$ cat config.mk
export PLATFORM = sky130hd
export DESIGN_NAME = exc_csr_seq
export DESIGN_NICKNAME = d
export VERILOG_FILES = /design/src/rtl/exc_csr_seq.sv
export SDC_FILE = /design/constraint.sdc
export NUM_CORES = 1
export LEC_CHECK = 0
export BUFFER_PORTS_ARGS = -buffer_cell sky130_fd_sc_hd__buf_4
export CAP_MARGIN = 20
export CORE_AREA = 2 2 133 135
export CTS_BUF_LIST = sky130_fd_sc_hd__clkbuf_8 sky130_fd_sc_hd__clkbuf_16
export CTS_CLUSTER_DIAMETER = 30
export DETAILED_ROUTE_END_ITERATION = 8
export DIE_AREA = 0 0 135 137
export GPL_TIMING_DRIVEN = 0
export SLEW_MARGIN = 10
export SYNTH_ARGS = -nofsm -noshare
export SYNTH_HDL_FRONTEND = slang
export SYNTH_SLANG_ARGS = --single-unit
$ cat constraint.sdc
create_clock -name clk -period 1.85 [get_ports clk]
set_input_delay 0.185 -clock clk [delete_from_list [all_inputs] [get_ports clk]]
set_output_delay 0.185 -clock clk [all_outputs]
set_load 0.01 [all_outputs]
$ cat src/rtl/exc_csr_seq.sv
// Exception/ertn CSR sequencer: serialises exception entry and ertn CSR updates
// over one shared CSR port and passes ordinary CSR instructions straight through.
module exc_csr_seq (
   input  logic        clk,
   input  logic        resetn,
   input  logic        wb_valid,
   input  logic        wb_ex,
   input  logic        wb_ertn,
   input  logic [14:0] wb_excode,
   input  logic [31:0] wb_pc,
   input  logic        wb_badv_valid,
   input  logic [31:0] wb_badv,
   input  logic        wb_csr_re,
   input  logic        wb_csr_we,
   input  logic [13:0] wb_csr_num,
   input  logic [31:0] wb_csr_wmask,
   input  logic [31:0] wb_csr_wvalue,
   output logic [31:0] wb_csr_rdata,
   output logic        wb_stall,
   output logic        flush,
   output logic [31:0] redirect_pc,
   output logic        csr_re,
   output logic [13:0] csr_num,
   input  logic [31:0] csr_rvalue,
   output logic        csr_we,
   output logic [31:0] csr_wmask,
   output logic [31:0] csr_wvalue
);

   localparam logic [13:0] CSR_CRMD   = 14'h0;
   localparam logic [13:0] CSR_PRMD   = 14'h1;
   localparam logic [13:0] CSR_ESTAT  = 14'h5;
   localparam logic [13:0] CSR_ERA    = 14'h6;
   localparam logic [13:0] CSR_BADV   = 14'h7;
   localparam logic [13:0] CSR_EENTRY = 14'hC;

   typedef enum logic [3:0] {
      IDLE,
      EX_WPRMD,
      EX_WCRMD,
      EX_WESTAT,
      EX_WERA,
      EX_WBADV,
      EX_REENTRY,
      ER_WCRMD,
      ER_RERA
   } state_t;

   state_t     state_q, state_d;
   logic [2:0] tmp_q, tmp_d;

   always_ff @(posedge clk) begin
      if (!resetn) begin
         state_q <= IDLE;
         tmp_q   <= 3'b0;
      end else begin
         state_q <= state_d;
         tmp_q   <= tmp_d;
      end
   end

   always_comb begin
      state_d      = state_q;
      tmp_d        = tmp_q;
      wb_csr_rdata = 32'b0;
      wb_stall     = 1'b0;
      flush        = 1'b0;
      redirect_pc  = 32'b0;
      csr_re       = 1'b0;
      csr_we       = 1'b0;
      csr_num      = 14'b0;
      csr_wmask    = 32'b0;
      csr_wvalue   = 32'b0;

      case (state_q)
         IDLE: begin
            // Exception wins over ertn; the instruction's own CSR request is dropped.
            if (wb_valid && wb_ex) begin
               csr_re   = 1'b1;
               csr_num  = CSR_CRMD;
               tmp_d    = csr_rvalue[2:0];
               wb_stall = 1'b1;
               state_d  = EX_WPRMD;
            end else if (wb_valid && wb_ertn) begin
               csr_re   = 1'b1;
               csr_num  = CSR_PRMD;
               tmp_d    = csr_rvalue[2:0];
               wb_stall = 1'b1;
               state_d  = ER_WCRMD;
            end else if (wb_valid) begin
               csr_re       = wb_csr_re;
               csr_we       = wb_csr_we;
               csr_num      = wb_csr_num;
               csr_wmask    = wb_csr_wmask;
               csr_wvalue   = wb_csr_wvalue;
               wb_csr_rdata = csr_rvalue;
            end
         end
         EX_WPRMD: begin
            csr_we     = 1'b1;
            csr_num    = CSR_PRMD;
            csr_wmask  = 32'h7;
            csr_wvalue = {29'b0, tmp_q};
            wb_stall   = 1'b1;
            state_d    = EX_WCRMD;
         end
         EX_WCRMD: begin
            csr_we     = 1'b1;
            csr_num    = CSR_CRMD;
            csr_wmask  = 32'h7;
            csr_wvalue = 32'b0;
            wb_stall   = 1'b1;
            state_d    = EX_WESTAT;
         end
         EX_WESTAT: begin
            csr_we     = 1'b1;
            csr_num    = CSR_ESTAT;
            csr_wmask  = 32'h7FFF_0000;
            csr_wvalue = {1'b0, wb_excode, 16'b0};
            wb_stall   = 1'b1;
            state_d    = EX_WERA;
         end
         EX_WERA: begin
            csr_we     = 1'b1;
            csr_num    = CSR_ERA;
            csr_wmask  = 32'hFFFF_FFFF;
            csr_wvalue = wb_pc;
            wb_stall   = 1'b1;
            state_d    = wb_badv_valid ? EX_WBADV : EX_REENTRY;
         end
         EX_WBADV: begin
            csr_we     = 1'b1;
            csr_num    = CSR_BADV;
            csr_wmask  = 32'hFFFF_FFFF;
            csr_wvalue = wb_badv;
            wb_stall   = 1'b1;
            state_d    = EX_REENTRY;
         end
         EX_REENTRY: begin
            csr_re      = 1'b1;
            csr_num     = CSR_EENTRY;
            flush       = 1'b1;
            redirect_pc = csr_rvalue;
            state_d     = IDLE;
         end
         ER_WCRMD: begin
            csr_we     = 1'b1;
            csr_num    = CSR_CRMD;
            csr_wmask  = 32'h7;
            csr_wvalue = {29'b0, tmp_q};
            wb_stall   = 1'b1;
            state_d    = ER_RERA;
         end
         ER_RERA: begin
            csr_re      = 1'b1;
            csr_num     = CSR_ERA;
            flush       = 1'b1;
            redirect_pc = csr_rvalue;
            state_d     = IDLE;
         end
         default: state_d = IDLE;
      endcase

      // Reset silences the CSR port immediately so an aborted sequence writes nothing more.
      if (!resetn) begin
         state_d      = IDLE;
         tmp_d        = 3'b0;
         wb_csr_rdata = 32'b0;
         wb_stall     = 1'b0;
         flush        = 1'b0;
         redirect_pc  = 32'b0;
         csr_re       = 1'b0;
         csr_we       = 1'b0;
         csr_num      = 14'b0;
         csr_wmask    = 32'b0;
         csr_wvalue   = 32'b0;
      end
   end

endmodule

== Word-level counts from Yosys, hierarchy flattened ==
Cells that the tools add are included.
Storage, ports and cells
  bits in registers: 7
  latch bits: 0
  bits in writable memories: 0
  ROM bits: 0
  input port bits: 197
  output and inout port bits: 146
  word-level logic and storage cells: 66
  memories: 0
Cells by class
  add/subtract/negate cells: 0
  $mul: 0
  divide/modulo/power cells: 0
  magnitude comparators: 0
  eq/ne operators: 9
  shift operators: 0
  mux-type cells: 44
  bitwise logic cells: 0
  reduce and logical (&&, ||, !) cells: 11
Operator list (number)
  2-to-1 mux 32 bit: 15
  case mux 32 bit (5 select lines): 1
  case mux 32 bit (4 select lines): 1
  case mux 14 bit (6 select lines): 1
  2-to-1 mux 14 bit: 4
  case mux 4 bit (7 select lines): 1
  == test 4 x 3 -> 1 bit, second input constant: 4
  2-to-1 mux 1 bit: 13
  == test 4 x 2 -> 1 bit, second input constant: 2
  2-to-1 mux 4 bit: 2
  OR reduction 2 bit: 4
  2-to-1 mux 3 bit: 2
  case mux 1 bit (2 select lines): 3
  OR reduction 6 bit: 1
  == test 4 x 1 -> 1 bit, second input constant: 1
  == test 4 bit, second input constant: 1
  logical NOT 4 bit: 1
  inequality test 3 bit, second input constant: 1
  OR reduction 3 bit: 1
  logical AND 1 bit: 2
  2-to-1 mux 2 bit: 1
  AND reduction 2 bit: 1
  nonzero test 2 bit: 1

== Depth between registers and ports, before layout ==
Gate-level depths: netlist (run 1).
  depth after elaboration: 5
  depth in mapped cells: 6
  gate-level depth less buffers: 3

== Least setup slack after synthesis (run 1) ==
OpenSTA, ideal clock, no wires.
  kind: flip-flop to output port
  from: register state_q[0]
  to: output port wb_csr_rdata[10]
  data arrival time: 1488 ps
  path slack: 177 ps
  cell stages (with the launch flop): 6
  buffers on the path: 2
  path through: dfxtp_1 -> or4b_4 -> nor4_4 -> buf_4 -> buf_6 -> and2_1
On the way
  longest elaborated chain between the ends: 3
RTL lines
  start: declaration: RTL line 49  | state_t state_q, state_d;
  start signal: assignment: RTL line 57  | state_q <= state_d;
  logical NOT 4 bit: RTL line 75  | case (state_q)
  2-to-1 mux 32 bit: RTL line 75
  2-to-1 mux 32 bit: RTL line 165  | if (!resetn) begin
  end: declaration: RTL line 18  | output logic [31:0] wb_csr_rdata,
No other way between the ends.

== Worst setup path in the final report (run 1) ==
  from: register state_q[0]
  to: output port csr_num[10]
On the way
  longest elaborated chain between the ends: 4
  elaborated cells between the ends (all ways): 10
RTL lines
  == test 4 x 3 -> 1 bit / == test 4 bit (equally long branches): RTL line 75
  OR reduction 2 bit (no source line)
  case mux 14 bit (6 select lines) *: RTL line 75
  2-to-1 mux 14 bit *: RTL line 165
  end: declaration: RTL line 23  | output logic [13:0] csr_num,
Mark *: on every way between the ends. The rest lies on a longest branch, timed or not.

==> results of run 1 <==
-- registers in the layout, indices dropped and copies added (netlist names) --
| name | flops |
|---|---|
| state_q | 4 |
| tmp_q | 3 |
-- layer usage --
metal  GRT usage  up-vias
li1            -     2242
met1       0.197     2218
met2       0.354      225
met3      0.0367       28
met4      0.0330        0
met5           0        -
-- report_power, final --
group	leakage (nW)	switching (W)	internal, W
clock	0.0423	0.000103	0.000283
combinational	3.14	0.00196	0.00213
sequential	0.0595	0.0000235	0.000190
-- cell families after synthesis --
group,count (synthesis),synth area share
buf+inv,51,0.101
flops,7,0.0542
simple gates,204,0.475
compound gates,116,0.289
xor+xnor,2,0.00678
mux,17,0.0741
-- timing repair --
item                       4_1_cts  5_1_grt
gates cloned                    10        2
buffers inserted                41       15
pin swaps                       94       77
hold buffers                     0        0
setup endpoints to repair      146      146
resized for setup              227      109
-- Yosys cell counts, types with 2 or more instances --
library cell  number  area, um2
and2_1            74        463
o21ai_0            8       40.0
buf_4              6       45.0
clkbuf_1          18       67.6
inv_1              3       11.3
buf_6              3       33.8
a31oi_1           16        100
nor2_1            18       67.6
mux2_2            17        191
nor2b_1            5       31.3
a211oi_1           3       22.5
buf_1              2       7.51
nand3b_1          34        255
buf_2             19       95.1
nand2b_1           3       18.8
nor3_2             2       20.0
a21o_1             3       22.5
nand2_1           19       71.3
nor3b_1            2       15.0
a221o_1           16        160
nand3_1           42        210
a32oi_1            3       26.3
dfxtp_1            7        140
a21oi_1           58        290
-- how the worst min path moves through the flow --
stage / end / slack (ns) / startpoint
final: tmp_q[1] / 0.26 / csr_rvalue[1]
after floorplan: tmp_q[0] / 0.33 / csr_rvalue[0]
after global placement: tmp_q[2] / 0.47 / tmp_q[2]
after detailed placement: tmp_q[2] / 0.48 / tmp_q[2]
after global routing: tmp_q[1] / 0.26 / csr_rvalue[1]
after CTS: tmp_q[1] / 0.25 / csr_rvalue[1]
-- per-stage QoR --
step | cells | power (W) | setup slack, ns | setup TNS [ns] | utilization
floorplan | 397 | 0.00164 | 0.177 | 0 | -
global placement | 963 | 0.00289 | -0.567 | -39.88 | 0.318
detailed placement | 963 | 0.00289 | -0.574 | -43.63 | 0.318
CTS | 1017 | 0.00432 | -0.451 | -46.47 | 0.403
global route | 1023 | 0.00493 | -0.362 | -42.65 | 0.428
finish | 1023 | 0.00469 | -0.307 | -33.75 | 0.428
-- layout make-up --
cell class              count  area, um2  share of cell area
repair buffers            404       3470               0.476
well taps                 225        282              0.0386
multi-input cells         339       2890               0.395
inverters                   3       11.3             0.00154
plain buffers              40        418              0.0572
diodes                      1       2.50            0.000343
clock buffers               3       75.1              0.0103
clock inverters             1       3.75            0.000514
flip-flops and latches      7        150              0.0206
-- worst max-delay path: cells and delay by family (launching register included) --
kind,cells,cell delay (ns)
flip-flops,1,0.31
AND/OR/NAND/NOR,3,0.86
buffers and inverters,4,0.56
-- layout by cell type, fill, tap and decap left out, types with 3 or more instances in the layout --
cell	netlist	layout
buf_2	19	5
nand3_1	42	3
nand2_1	19	19
a221o_1	16	15
a21oi_2	0	38
a31oi_4	0	8
nand3b_1	34	34
buf_6	3	75
nand3_2	0	34
and2_4	0	47
a31oi_1	16	8
clkbuf_16	0	8
nand3_4	0	5
buf_8	0	15
a21oi_1	58	19
inv_1	3	4
nor2b_1	5	4
dfxtp_1	7	3
clkbuf_4	0	4
and2_1	74	27
nor2_1	18	15
nor2_2	0	3
mux2_2	17	17
buf_12	0	6
a32oi_1	3	3
clkbuf_2	0	4
buf_4	6	325
o21ai_0	8	8
a21o_1	3	3
==> run_results.csv, run 1 <==
group,metric,value,unit
outcome,outcome,"finished, violations left",
outcome,violations,"negative setup slack",
route,num_vias,4713,
synth,synthesis.nets,594,
min_path,worst_hold_path.num_cells,3,
clocking,numCtsBuffers,3,
place,placed_area,0.00543,mm2
clocking,cts_root_buf,"clkbuf_16",
setup_path,cp-end-kind,"output pin",
timing,final_max_slew_viol_count,0,
synth,synth_flop_cell,"dfxtp_1",
timing,relSlewSlack,0.649,
route,drc_errors,0,
floorplanning,core_area,0.0171,mm2
grt,grt_pass1_wl,25.7,mm
pwr,power_density,642,mW/mm2
synth,syn_inst,397,
synth,yosysWarningCount,0,
setup_path,r2r-end,"state_q[0]",
setup_path,endpoint,"csr_num[10]",
pwr,peakVddDrop,0.328,mV
timing,hold_viol,0,
route,highest_layer,"met4",
timing,max_freq,0.464,GHz
route,dr.pass1.iters,4,
setup_path,cp_slowest_cell,"or4b_4",
route,wl_met1,6.92,mm
layout,fin_nets,995,
pwr,total_leakage_power,3.24,nW
floorplanning,start_util,0.152,
route,wl_met2,10.3,mm
setup_path,critPathKind,"reg2out",
timing,hold_ws,0.256,ns
setup_path,critical-path-max-stage-delay,0.56,ns
grt,antenna_found_initial,1,
clocking,htree_levels,1,
route,wl_per_cell,18.6,um
floorplanning,dieArea,0.0185,mm2
layout,area_growth,182,%
grt,gr-usage-all-layers,0.179,
layout,drive_gt1_frac,0.775,
timing,rsz0062_at_grt,"yes",
timing,min_period_over_period,1.17,
place,place_congestion,0.766,
grt,first_global_vias,4589,
synth,synth-edff-count,0,
clocking,clk_latency,0.24,ns
setup_path,arrival,1.97,ns
synth,postSynthAreaPerCell,6.51,um2
setup_path,crit_chain,"or4b_4, nor4_4, buf_6, buf_8, buf_4, and2_1, buf_4",
setup_path,crit_path_max_fanout,5,
setup_path,reg2reg_from,"state_q[2]",
clocking,cts_tree,"built",
flow_run,maxCapViolations,0,
synth,synth_area,0.00258,mm2
setup_path,startpoint_type,"flip-flop",
timing,fin_skew,0.00371,ns
timing,tightest_slew,0.527,ns
floorplanning,die_x,135,um
timing,worst_slack,-0.307,ns
setup_path,crit_required,1.66,ns
synth,ys_types,40,
floorplanning,io_pins,343,
route,routed_wl,19.0,mm
clocking,clk_pin_slew,0.04,ns
min_path,hold_class,"in2reg",
setup_path,crit_top_cell,"buf_4",
layout,fillers,1705,
synth,ys_seq_area_frac,0.0542,
setup_path,r2r_cells,8,
layout,final_area,0.00730,mm2
timing,setup_viol_count_final,146,
route,wl_met3,1.35,mm
grt,grt-ovfl-total,0,
place,port_buffers,341,
route,via_per_inst,4.61,
floorplanning,die_y,137,um
timing,post-route-min-period,2.16,ns
grt,grt_max_degree,11,
clocking,cts_sinks,7,
setup_path,crit_start,"state_q[0]",
setup_path,regToRegSetupSlack,0.15,ns
place,hpwlAfterDp,13.9,mm
synth,async_reset_ff_frac,0,
synth,ys_ff_latch,7,
route,drtIter0Drc,168,
route,antenna_left,0,
clocking,cts_buffer_depth,2,
floorplanning,rows,48,
Power figures use the tool's default switching activity.
==> run 2: changes to the inputs <==
- SLEW_MARGIN: 10 -> 20
- TNS_END_PERCENT: unset -> 1
==> run 2 against run 1 <==
Net effect:
- the flow still finishes with violations (negative setup slack)
- sequential power increased by 2%
- final area decreased by 18%
- routed wire length down 10%
- maximum frequency grew 0.16%
- final cell count shrank 3.4%
- via count shrank 5.3%
- combinational power is 26% lower
- critical path type unchanged
- largest power group unchanged
==> run_results.csv, run 2 (same netlist as run 1, synthesis figures left out) <==
group,metric,value,unit
route,antenna_left,0,
pwr,seqPwrFrac,0.060,
clocking,htree_levels,1,
layout,final_cells,988,
pwr,switching_share,0.459,
route,wl_per_cell,17.3,um
setup_path,cp-end-kind,"output pin",
route,drc_errors,0,
route,num_vias,4463,
clocking,cts_tree,"built",
place,place_inst,963,
clocking,clk_latency,0.23,ns
layout,fin_nets,960,
grt,gr-usage-all-layers,0.159,
layout,final_util,0.353,
grt,first_global_vias,4054,
floorplanning,die_y,137,um
min_path,hold_class,"in2reg",
layout,largest_reg_flops,4,
layout,final_cell_mix,"buf_4 (360), and2_1 (70), a21oi_1 (52)",
layout,area_growth,133,%
floorplanning,start_util,0.152,
floorplanning,core_area,0.0171,mm2
clocking,cts_sinks,7,
pwr,peakVddDrop,0.285,mV
pwr,p_total,0.00363,W
layout,layout_commonest_cell,"buf_4",
outcome,outcome,"finished, violations left",
floorplanning,io_pins,343,
pwr,comb_power_share,0.838,
timing,rsz0062_at_grt,"yes",
timing,relSlewSlack,0.563,
pwr,total_leakage_power,2.86,nW
floorplanning,dieArea,0.0185,mm2
place,place_congestion,0.766,
setup_path,crit_required,1.66,ns
route,drtIter0Drc,149,
timing,hold_viol,0,
setup_path,arrival,1.97,ns
grt,grt_pass1_wl,22.9,mm
flow_run,maxCapViolations,0,
grt,antenna_found_initial,1,
clocking,numCtsBuffers,3,
layout,largestRegisters,"state_q x4, tmp_q x3",
timing,min_period_over_period,1.16,
pwr,p_clk_frac,0.102,
clocking,cts-hold-fix-buffers,0,
setup_path,crit_chain,"or4b_4, nor4_4, buf_4, buf_8, clkbuf_16, a221o_1, buf_4",
setup_path,critical-path-max-stage-delay,0.56,ns
timing,max_freq,0.464,GHz
route,via_per_inst,4.52,
pwr,power_density,603,mW/mm2
timing,worst_slack,-0.304,ns
timing,final_max_slew_viol_count,0,
clocking,cts_root_buf,"clkbuf_16",
floorplanning,die_x,135,um
setup_path,crit_top_cell,"buf_4",
layout,largest-register,"state_q",
pwr,intPower,0.00196,W
setup_path,startpoint_type,"flip-flop",
grt,grt-ovfl-total,0,
setup_path,cp_slowest_cell,"or4b_4",
route,routed_wl,17.1,mm
outcome,violations,"negative setup slack",
setup_path,worst-path-buf-inv,4,
place,hpwlAfterDp,13.9,mm
setup_path,crit_path_max_fanout,5,
setup_path,critPathKind,"reg2out",
place,port_buffers,341,
grt,grt_max_degree,11,
route,dr.pass1.iters,4,
floorplanning,rows,48,
pwr,p_switching,0.00167,W
setup_path,path_delay_family,"simple AND/OR/NAND/NOR gates",
clocking,clk_pin_slew,0.04,ns
place,dp_slack,-0.574,ns
timing,setup_viol_count_final,146,
clocking,cts_buffer_depth,2,
layout,drive_gt1_frac,0.594,
timing,tightest_slew,0.652,ns
timing,fin_skew,0.000328,ns
timing,setup-tns-final,-29.97,ns
timing,post-route-min-period,2.15,ns
run 2: changes by cell type in the layout (fill, tap and decap cells not counted), moves of 6 or more:
cell,delta
a21oi_1,+33
a21oi_2,-32
a31oi_1,+6
a31oi_4,-7
and2_1,+43
and2_4,-43
buf_4,+35
buf_6,-54
buf_8,-8
nand3_1,+39
nand3_2,-34
run 2: repair_timing:
item,4_1_cts,5_1_grt
hold endpoints to repair,0,0
endpoints found under the setup margin,146,146
buffers inserted,5,10
resized for setup,61,70
cloned,1,4
pin swaps,9,17
run 2: worst paths after layout:
path	startpoint	end	slack, ns	depth (start not counted)
worst max-delay path	state_q[0]	csr_wvalue[23]	-0.30	7
worst min-delay path	csr_rvalue[1]	tmp_q[1]	0.25	3
worst max register to register	state_q[0]	state_q[0]	0.27	4
worst min register to register	tmp_q[1]	tmp_q[1]	0.50	2
run 2: power groups by stage:
stage	registers, W	clock network [W]	logic, W
final	0.000217	0.000372	0.00304
after global routing	0.000223	0.000387	0.00326
after CTS	0.000211	0.000378	0.00285
after detailed placement	0.000209	0	0.00268
after global placement	0.000208	0	0.00268
after floorplan	0.000202	0	0.00144
run 2: metal layers:
| metal | wire length, um | vias up | GRT usage |
|---|---|---|---|
| met4 | 131 | 0 | 0.0179 |
| met5 | 0 | - | 0 |
| met2 | 9190 | 211 | 0.312 |
| met1 | 6460 | 2072 | 0.183 |
| met3 | 1280 | 8 | 0.0322 |
| li1 | - | 2172 | - |
run 2: layout make-up:
class,count,area (um2)
Fill cell,1847,11000
Multi-Input combinational cell,339,2280
Antenna cell,1,2.50
Clock buffer,3,75.1
Tap cell,225,282
Clock inverter,1,3.75
Timing Repair Buffer,361,2770
Inverter,3,11.3
Buffer,48,449
Sequential cell,7,144
run 2: worst min-delay path, stage by stage:
cell and delay [ns]:
buf_4 0.13, nand3_1 0.06, a21oi_1 0.05
run 2: per-stage QoR:
step | hold WS (ns) | instance area (um2)
after global placement | 0.472 | 5430
final | 0.253 | 6020
after CTS | 0.248 | 5740
after global routing | 0.259 | 6020
after detailed placement | 0.477 | 5430
after floorplan | 0.333 | 2580
